===== src/rtl/pri_req_sched_v_if.sv =====
// Request/grant bundle between the request lines, the scheduler and the code consumer.
interface pri_req_sched_v_if #(
    parameter int N_REQ  = 4,
    parameter int CODE_W = 2
);
    logic [N_REQ-1:0]  req;
    logic              ready;
    logic [CODE_W-1:0] code;
    logic              valid;
    logic [N_REQ-1:0]  pending;
    logic              ovf_clr;
    logic [N_REQ-1:0]  ovf;

    modport master (
        input  req, ready, ovf_clr,
        output code, valid, pending, ovf
    );

    modport slave (
        output req, ready, ovf_clr,
        input  code, valid, pending, ovf
    );
endinterface


===== src/rtl/pri_req_sched_v.sv =====
// Sticky request capture + fixed-priority (line 0 first) grant of one code at a time; PRI_SCHED_OVF_EN adds overflow flags.
// Latency: request -> valid in 2 edges; code held until ready, next code 1 edge after accept (GAP_CYC+1 with a gap).
module pri_req_sched_v #(
    parameter int N_REQ   = 4,
    parameter int CODE_W  = 2,
    parameter int GAP_CYC = 0
) (
    input logic              i_clk,
    input logic              i_rst_n,
    pri_req_sched_v_if.master bus
);
    typedef enum logic [1:0] {IDLE, OFFER, GAP} state_t;

    localparam logic [3:0] GAP_LOAD = (GAP_CYC > 0) ? 4'(GAP_CYC - 1) : 4'd0;

    state_t            state_q;
    logic [N_REQ-1:0]  pending_q;
    logic [CODE_W-1:0] code_q;
    logic              valid_q;
    logic [3:0]        gap_cnt_q;

    logic              acc;
    logic [N_REQ-1:0]  clr;
    logic [N_REQ-1:0]  pend_nxt;

    // Lowest set index wins; scanning downward leaves the lowest hit last.
    function automatic logic [CODE_W-1:0] pick(input logic [N_REQ-1:0] v);
        logic [CODE_W-1:0] r;
        r = '0;
        for (int k = N_REQ - 1; k >= 0; k--) begin
            if (v[k]) r = CODE_W'(k);
        end
        return r;
    endfunction

    always_comb begin
        acc      = valid_q & bus.ready;
        clr      = acc ? (N_REQ'(1) << code_q) : '0;
        pend_nxt = (pending_q & ~clr) | bus.req;
    end

    always_ff @(posedge i_clk) begin
        if (!i_rst_n) begin
            state_q   <= IDLE;
            pending_q <= '0;
            code_q    <= '0;
            valid_q   <= 1'b0;
            gap_cnt_q <= '0;
        end else begin
            pending_q <= pend_nxt;
            unique case (state_q)
                IDLE: begin
                    // Registered pending only: gives the two-edge request-to-valid latency.
                    if (|pending_q) begin
                        state_q <= OFFER;
                        valid_q <= 1'b1;
                        code_q  <= pick(pending_q);
                    end
                end
                OFFER: begin
                    if (acc) begin
                        if (GAP_CYC > 0) begin
                            state_q   <= GAP;
                            gap_cnt_q <= GAP_LOAD;
                            valid_q   <= 1'b0;
                        end else if (|pend_nxt) begin
                            code_q <= pick(pend_nxt);
                        end else begin
                            state_q <= IDLE;
                            valid_q <= 1'b0;
                        end
                    end
                end
                GAP: begin
                    if (gap_cnt_q == 4'd0) begin
                        if (|pend_nxt) begin
                            state_q <= OFFER;
                            valid_q <= 1'b1;
                            code_q  <= pick(pend_nxt);
                        end else begin
                            state_q <= IDLE;
                        end
                    end else begin
                        gap_cnt_q <= gap_cnt_q - 4'd1;
                    end
                end
                default: begin
                    state_q <= IDLE;
                    valid_q <= 1'b0;
                end
            endcase
        end
    end

    assign bus.code    = code_q;
    assign bus.valid   = valid_q;
    assign bus.pending = pending_q;

`ifdef PRI_SCHED_OVF_EN
    logic [N_REQ-1:0] ovf_q;

    // A repeat request on a still-pending line is a lost event unless that line is being granted now.
    always_ff @(posedge i_clk) begin
        if (!i_rst_n) begin
            ovf_q <= '0;
        end else if (bus.ovf_clr) begin
            ovf_q <= '0;
        end else begin
            ovf_q <= ovf_q | (bus.req & pending_q & ~clr);
        end
    end

    assign bus.ovf = ovf_q;
`else
    logic unused_ovf_clr;
    assign unused_ovf_clr = bus.ovf_clr;
    assign bus.ovf        = '0;
`endif
endmodule

===== src/flat_wrapper.sv =====
// flat-port wrapper written by rule: the top's interface ports become plain ports
module pri_req_sched_v_flat 
#(
    parameter int N_REQ   = 4,
    parameter int CODE_W  = 2,
    parameter int GAP_CYC = 0
)
  (i_clk, i_rst_n, bus_req, bus_ready, bus_ovf_clr, bus_code, bus_valid, bus_pending, bus_ovf);
  pri_req_sched_v_if #(.N_REQ(N_REQ), .CODE_W(CODE_W)) bus_i ();
  input logic i_clk;
  input logic i_rst_n;
  input wire logic [$bits(bus_i.req)-1:0] bus_req;
  input wire logic [$bits(bus_i.ready)-1:0] bus_ready;
  input wire logic [$bits(bus_i.ovf_clr)-1:0] bus_ovf_clr;
  output wire logic [$bits(bus_i.code)-1:0] bus_code;
  output wire logic [$bits(bus_i.valid)-1:0] bus_valid;
  output wire logic [$bits(bus_i.pending)-1:0] bus_pending;
  output wire logic [$bits(bus_i.ovf)-1:0] bus_ovf;
  assign bus_i.req = bus_req;
  assign bus_i.ready = bus_ready;
  assign bus_i.ovf_clr = bus_ovf_clr;
  assign bus_code = bus_i.code;
  assign bus_valid = bus_i.valid;
  assign bus_pending = bus_i.pending;
  assign bus_ovf = bus_i.ovf;
  pri_req_sched_v #(.N_REQ(N_REQ), .CODE_W(CODE_W), .GAP_CYC(GAP_CYC)) u_core (.i_clk(i_clk), .i_rst_n(i_rst_n), .bus(bus_i));
endmodule

===== config.mk =====
export PLATFORM = sky130hd
export DESIGN_NAME = pri_req_sched_v_flat
export DESIGN_NICKNAME = d
export VERILOG_FILES = /design/src/rtl/pri_req_sched_v_if.sv /design/src/rtl/pri_req_sched_v.sv /design/src/flat_wrapper.sv
export SDC_FILE = /design/constraint.sdc
export NUM_CORES = 1
export LEC_CHECK = 0
export ABC_AREA = 1
export CORE_AREA = 2 2 39 41
export DETAILED_ROUTE_END_ITERATION = 10
export DIE_AREA = 0 0 41 43
export GPL_TIMING_DRIVEN = 1
export SYNTH_ARGS = -nofsm -noshare
export SYNTH_HDL_FRONTEND = slang
export SYNTH_SLANG_ARGS = --single-unit

===== constraint.sdc =====
create_clock -name i_clk -period 2.8 [get_ports i_clk]
set_clock_uncertainty 0.2 [all_clocks]
set_input_delay 0.56 -clock i_clk [delete_from_list [all_inputs] [get_ports i_clk]]
set_output_delay 0.56 -clock i_clk [all_outputs]
set_load 0.02 [all_outputs]

==> results of run 1 <==
==> worst max path at each step <==
stage	startpoint	to	slack, ns	cells past startpoint
3_3_place_gp	bus_ready	u_core.bus.code[0]$_SDFFE_PN0P_	0.56	12
3_5_place_dp	bus_ready	u_core.bus.code[0]$_SDFFE_PN0P_	0.55	12
4_1_cts	u_core.bus.valid$_SDFFE_PN0P_	bus_valid	0.70	1
5_1_grt	u_core.bus.valid$_SDFFE_PN0P_	bus_valid	0.66	1
2_1_floorplan	bus_ready	u_core.bus.code[1]$_SDFFE_PN0P_	1.25	11
6_report	u_core.bus.valid$_SDFFE_PN0P_	bus_valid	0.70	1
==> cell families (layout without fill, tap and decap cells) <==
| kind of cell | Yosys count | in the layout | synth area share, % |
|---|---|---|---|
| other | 1 | 4 | 0.856 |
| buffers and inverters | 19 | 32 | 19.7 |
| DFF | 7 | 7 | 32.0 |
| AOI/OAI and AO/OA | 6 | 6 | 7.71 |
| and+or+nand+nor | 39 | 39 | 39.7 |
==> per-layer routing <==
layer	track usage (%)	part of all wire (%)	up-vias
met3	4.71	6.0	0
met1	21.9	50	200
met5	0	0	-
li1	-	-	241
met2	17.2	44	22
met4	8.00	0	0
==> layout make-up <==
type | instances | area share [%]
inverter | 15 | 9.45
clock buffer | 4 | 4.41
sequential | 7 | 23.5
timing repair buffer | 13 | 21.8
multi-input combinational | 49 | 37.4
tap | 16 | 3.36
==> tightest hold or removal path: cells and delay by family, from the launching register on <==
kind / cells / cell delay, ns
flops: 1 / 0.32
simple gates: 1 / 0.08
compound gates: 1 / 0.06
==> report_power, final <==
group	switching, mW	internal, mW	total [mW]
Sequential	0.0103	0.108	0.119
Combinational	0.0465	0.0360	0.0825
Clock	0.0383	0.0545	0.0927
Total	0.0951	0.199	0.294
==> sequential cells by signal, indices dropped and copies added (netlist names) <==
register and count:
u_core.bus.pending 4, u_core.bus.code 2, u_core.bus.valid 1
==> stage by stage <==
step	power, mW	util (%)	std cells	instance area, um^2	hold slack, ns
2_1_floorplan	0.173	-	75	449	0.370
5_1_grt	0.314	43.0	104	596	0.338
6_report	0.294	43.0	104	596	0.307
3_3_place_gp	0.203	41.1	100	569	0.296
4_1_cts	0.299	43.0	104	596	0.313
3_5_place_dp	0.203	41.1	100	569	0.302
==> synth_stat cells <==
cell,n,area [um^2]
inv_1,15,56.3
nand2_2,2,12.5
buf_4,4,30.0
nor2_2,1,6.26
nand3_2,1,10.0
conb_1,1,3.75
or2_2,1,6.26
o21ai_0,2,10.0
o21ai_2,1,8.76
nand3_1,3,15.0
nand4_1,3,18.8
nand2_1,18,67.6
a21oi_1,3,15.0
dfxtp_1,7,140
nor2_1,10,37.5
==> impl_metrics.yaml, run 1 <==
status:
  status: "finished, final reports clean"
power:
  p_leak_nw: 0.315
  ir_worst_vdd_v: 0.000221
  p_per_area_nw_per_um2: 494
drt:
  finalWirelength_um: 969
  wl_per_cell_um: 9.32
  dr.pass1.iters: 5
  via_per_inst: 4.45
  drt-initial-drc-count: 11
  drc: 0
  vias: 463
  antenna_left: 0
critical_path:
  r2r_start: "u_core.bus.valid$_SDFFE_PN0P_"
  critPathMaxFanout: 6
  crit_required_ns: 2.04
  rr_endpoint: "u_core.bus.code[0]$_SDFFE_PN0P_"
  crit_path_start_kind: "flip-flop"
  arrival_ns: 1.34
  slowest_stage: "clkdlybuf4s50_1"
  cp_num_buf_inv: 1
  critPathKind: "flip-flop to output pin"
  rrSetupSlack_ns: 1.22
  cp_top_family: "buffers and inverters"
  r2r_cells: 11
  critPathCaptureType: "output pin"
  max_stage_delay_ns: 0.65
  cp_cell_sequence: "clkdlybuf4s50_1"
logic_synthesis:
  avgSynthCellArea_um2: 6.08
  yosysWarnings: 0
  synth_cell_types: 15
  yosysSeqAreaShare_pct: 32.0
  ys_ff_latch: 7
  syn_inst: 72
  synth_area_um2: 438
cts:
  insertion_delay_ns: 0.25
  clockBufferDepth: 2
  cts_hold_buf: 0
  cts_root_buffer: "clkbuf_4"
  cts-resized-gates: 0
  post-cts-setup-buffers: 0
  cts-buffers-inserted: 3
  numClockSinks: 7
  cts_tree: "built"
  clk_pin_slew_ns: 0.05
  htreeDepth: 1
final_layout:
  nNetsFinal: 97
  drive_gt1_share_pct: 10.2
  fillers: 159
  regArea_um2: 140
  area_delta_synth_final_pct: 36.0
  mostFrequentLayoutCells: "nand2_1, inv_1, clkdlybuf4s50_1"
  insertedDiodeCount: 0
  layout_commonest_cell: "nand2_1"
  multi_input_area_um2: 223
placement:
  portBuffers: 13
  gp_congestion: 0.860
  dpl_worst_slack_ns: 0.550
  dp_hpwl_um: 759
floorplanning:
  rows: 14
  die_x_um: 41
  dieArea_um2: 1760
  coreArea_um2: 1380
  start_util_pct: 31.6
  die-height_um: 43
  io-pin-count: 19
timing:
  tns_ns: 0
  grt_setup_unrepaired: "no"
  max_freq_ghz: 0.476
  setup_violations: 0
  final.period_utilization_pct: 75.1
  hold_violations: 0
  slew_viol_final: 0
  fin_ws_ns: 0.698
  period_needed_ns: 2.10
worst_hold_path:
  holdPathStages: 2
  min_from: "u_core.bus.pending[0]$_SDFF_PN0_"
  min_path_type: "flip-flop to flip-flop"
  hold_end: "u_core.bus.pending[0]$_SDFF_PN0_"
grt:
  grt_pass1_vias: 418
  grt_overflow: 0
  grt_usage_pct: 14.5
  antenna_found_initial: 0
  grt_start_max_net_pins: 7
  grt_pass1_wl_mm: 1.71
run:
  maxCapViolations: 0
Power figures use the tool's default switching activity.
==> inputs of run 2 (changes only) <==
--- a/config.mk
+++ b/config.mk
@@ -10,6 +10,7 @@
 export DETAILED_ROUTE_END_ITERATION = 10
 export DIE_AREA = 0 0 41 43
 export GPL_TIMING_DRIVEN = 1
+export PLACE_DENSITY = 0.67
 export SYNTH_ARGS = -nofsm -noshare
 export SYNTH_HDL_FRONTEND = slang
 export SYNTH_SLANG_ARGS = --single-unit
==> constraint.sdc (replaced) <==
create_clock -name i_clk -period 1.81 [get_ports i_clk]
set_clock_uncertainty 0.2 [all_clocks]
set_input_delay 0.362 -clock i_clk [delete_from_list [all_inputs] [get_ports i_clk]]
set_output_delay 0.362 -clock i_clk [all_outputs]
set_load 0.02 [all_outputs]
==> run 2 against run 1 <==
  * Final cell count increased by 2.9%
  * Register-to-register slack got worse by 0.98 ns
  * Critical path depth unchanged
  * Combinational power increased by 54%
  * Worst setup slack got worse by 0.50 ns
  * Sequential power increased by 54%
  * Non-clock buffer count increased by 3
  * Sequential share of layout area decreased by 0.77 points
  * Count of clock-buffer cells in the layout unchanged
  * Utilization increased by 1.4 points
  * Global-route usage increased by 0.66 points
  * Via count decreased by 1.7%
  * Largest power group unchanged
==> impl_metrics.yaml, run 2 (synthesized netlist as in run 1, its figures left out) <==
critical_path:
  r2r_cells: 11
  crit_path_start_kind: "flip-flop"
  critPathKind: "flip-flop to output pin"
  cp_cell_sequence: "dlygate4sd2_1"
  crit_required_ns: 1.25
  critPathCaptureType: "output pin"
  critPathMaxFanout: 6
  cp_num_cells: 1
  rr_endpoint: "u_core.bus.code[0]$_SDFFE_PN0P_"
  crit_end: "bus_valid"
  cp_top_family: "flip-flops"
  slowest_stage: "dfxtp_1"
  max_stage_delay_ns: 0.43
  rrSetupSlack_ns: 0.24
  crit_path_start: "u_core.bus.valid$_SDFFE_PN0P_"
  r2r_start: "u_core.bus.valid$_SDFFE_PN0P_"
  arrival_ns: 1.05
  cp_num_buf_inv: 1
drt:
  antenna_left: 0
  dr_wl_met2_um: 450
  vias: 455
  finalWirelength_mm: 1.02
  dr.pass1.iters: 4
  drc: 0
  highest_layer: "met4"
  wl_met3_um: 47
  met1Wirelength_um: 470
  drt-initial-drc-count: 5
  wl_per_cell_um: 9.50
  via_per_inst: 4.25
timing:
  setup_violations: 0
  period_needed_ns: 1.61
  slew_viol_final: 0
  grt_setup_unrepaired: "no"
  hold_violations: 0
  max_freq_ghz: 0.619
  final.period_utilization_pct: 89.2
placement:
  dp_hpwl_um: 783
  placed_cell_area_um2: 592
  dp.cells: 103
  portBuffers: 13
  gp_congestion: 0.883
power:
  net-switching-power_mw: 0.151
  swShare_pct: 33.0
  p_leak_nw: 0.368
  pwr-share-clk_pct: 31.9
  p_per_area_nw_per_um2: 741
  power_frac_comb_pct: 27.9
  ir_worst_vdd_v: 0.000398
  p_int_mw: 0.305
  seq_power_share_pct: 40.2
cts:
  cts-buffers-inserted: 3
  clk_pin_slew_ns: 0.05
  cts_root_buffer: "clkbuf_4"
  post-cts-setup-buffers: 0
  htreeDepth: 1
  clockBufferDepth: 2
  numClockSinks: 7
  insertion_delay_ns: 0.25
  cts_tree: "built"
floorplanning:
  start_util_pct: 31.6
  dieArea_um2: 1760
  rows: 14
  die-height_um: 43
  io-pin-count: 19
  coreArea_um2: 1380
  die_x_um: 41
run:
  maxCapViolations: 0
final_layout:
  nNetsFinal: 100
  drive_gt1_share_pct: 13.2
  mostFrequentLayoutCells: "nand2_1, inv_1, nor2_1"
  layout_commonest_cell: "nand2_1"
  largest_reg_flops: 4
  regArea_um2: 140
  area_delta_synth_final_pct: 40.6
  fillers: 151
  finalNonFillerCells: 107
  multi_input_area_um2: 223
  insertedDiodeCount: 0
  final_area_um2: 616
worst_hold_path:
  min_path_type: "flip-flop to flip-flop"
  holdPathStages: 2
grt:
  grt_start_max_net_pins: 7
  grt_overflow: 0
  grt_pass1_vias: 398
  grt_pass1_wl_mm: 1.66
  grt_usage_pct: 15.1
  antenna_found_initial: 0
status:
  status: "finished, final reports clean"
run 2: final cells by class:
type | instances | share of cell area (%)
clock buffer | 4 | 4.27
sequential | 7 | 22.8
tap | 16 | 3.25
multi-input combinational | 49 | 36.2
timing repair buffer | 16 | 24.4
inverter | 15 | 9.15
run 2: what timing repair did:
action / in CTS / in global routing
resized for setup: 6 / 2
hold buffers: 0 / 0
setup endpoints to repair: 6 / 3
run 2: worst min path at each step:
stage,from,slack (ns),endpoint
2_1_floorplan,i_rst_n,0.28,u_core.bus.code[0]$_SDFFE_PN0P_
3_3_place_gp,u_core.bus.pending[3]$_SDFF_PN0_,0.30,u_core.bus.pending[3]$_SDFF_PN0_
3_5_place_dp,u_core.bus.pending[3]$_SDFF_PN0_,0.32,u_core.bus.pending[3]$_SDFF_PN0_
4_1_cts,u_core.bus.pending[3]$_SDFF_PN0_,0.32,u_core.bus.pending[3]$_SDFF_PN0_
5_1_grt,bus_ready,0.34,u_core.bus.valid$_SDFFE_PN0P_
6_report,u_core.bus.pending[3]$_SDFF_PN0_,0.31,u_core.bus.pending[3]$_SDFF_PN0_
run 2: power groups by stage:
stage	Sequential [mW]	Combinational, mW	Clock, mW
4_1_cts	0.183	0.128	0.154
6_report	0.183	0.127	0.145
5_1_grt	0.186	0.143	0.166
3_3_place_gp	0.187	0.133	0
3_5_place_dp	0.187	0.135	0
2_1_floorplan	0.200	0.0678	0
run 2: metrics by stage:
stage               setup WS [ns]  power [mW]  TNS, ns  hold WS, ns  util [%]
floorplan                   0.276       0.268        0        0.282         -
global placement           -0.228       0.320   -0.557        0.303      42.8
detailed placement         -0.253       0.322   -0.601        0.315      42.8
CTS                        0.0153       0.465        0        0.321      44.1
global route               0.0588       0.494        0        0.342      44.5
finish                      0.195       0.456        0        0.314      44.5
run 2: metal layers:
| metal | vias to the layer above | GRT usage [%] |
|---|---|---|
| met4 | 0 | 16.0 |
| met1 | 192 | 19.5 |
| met3 | 4 | 3.14 |
| met2 | 12 | 18.8 |
| met5 | - | 0 |
| li1 | 247 | - |
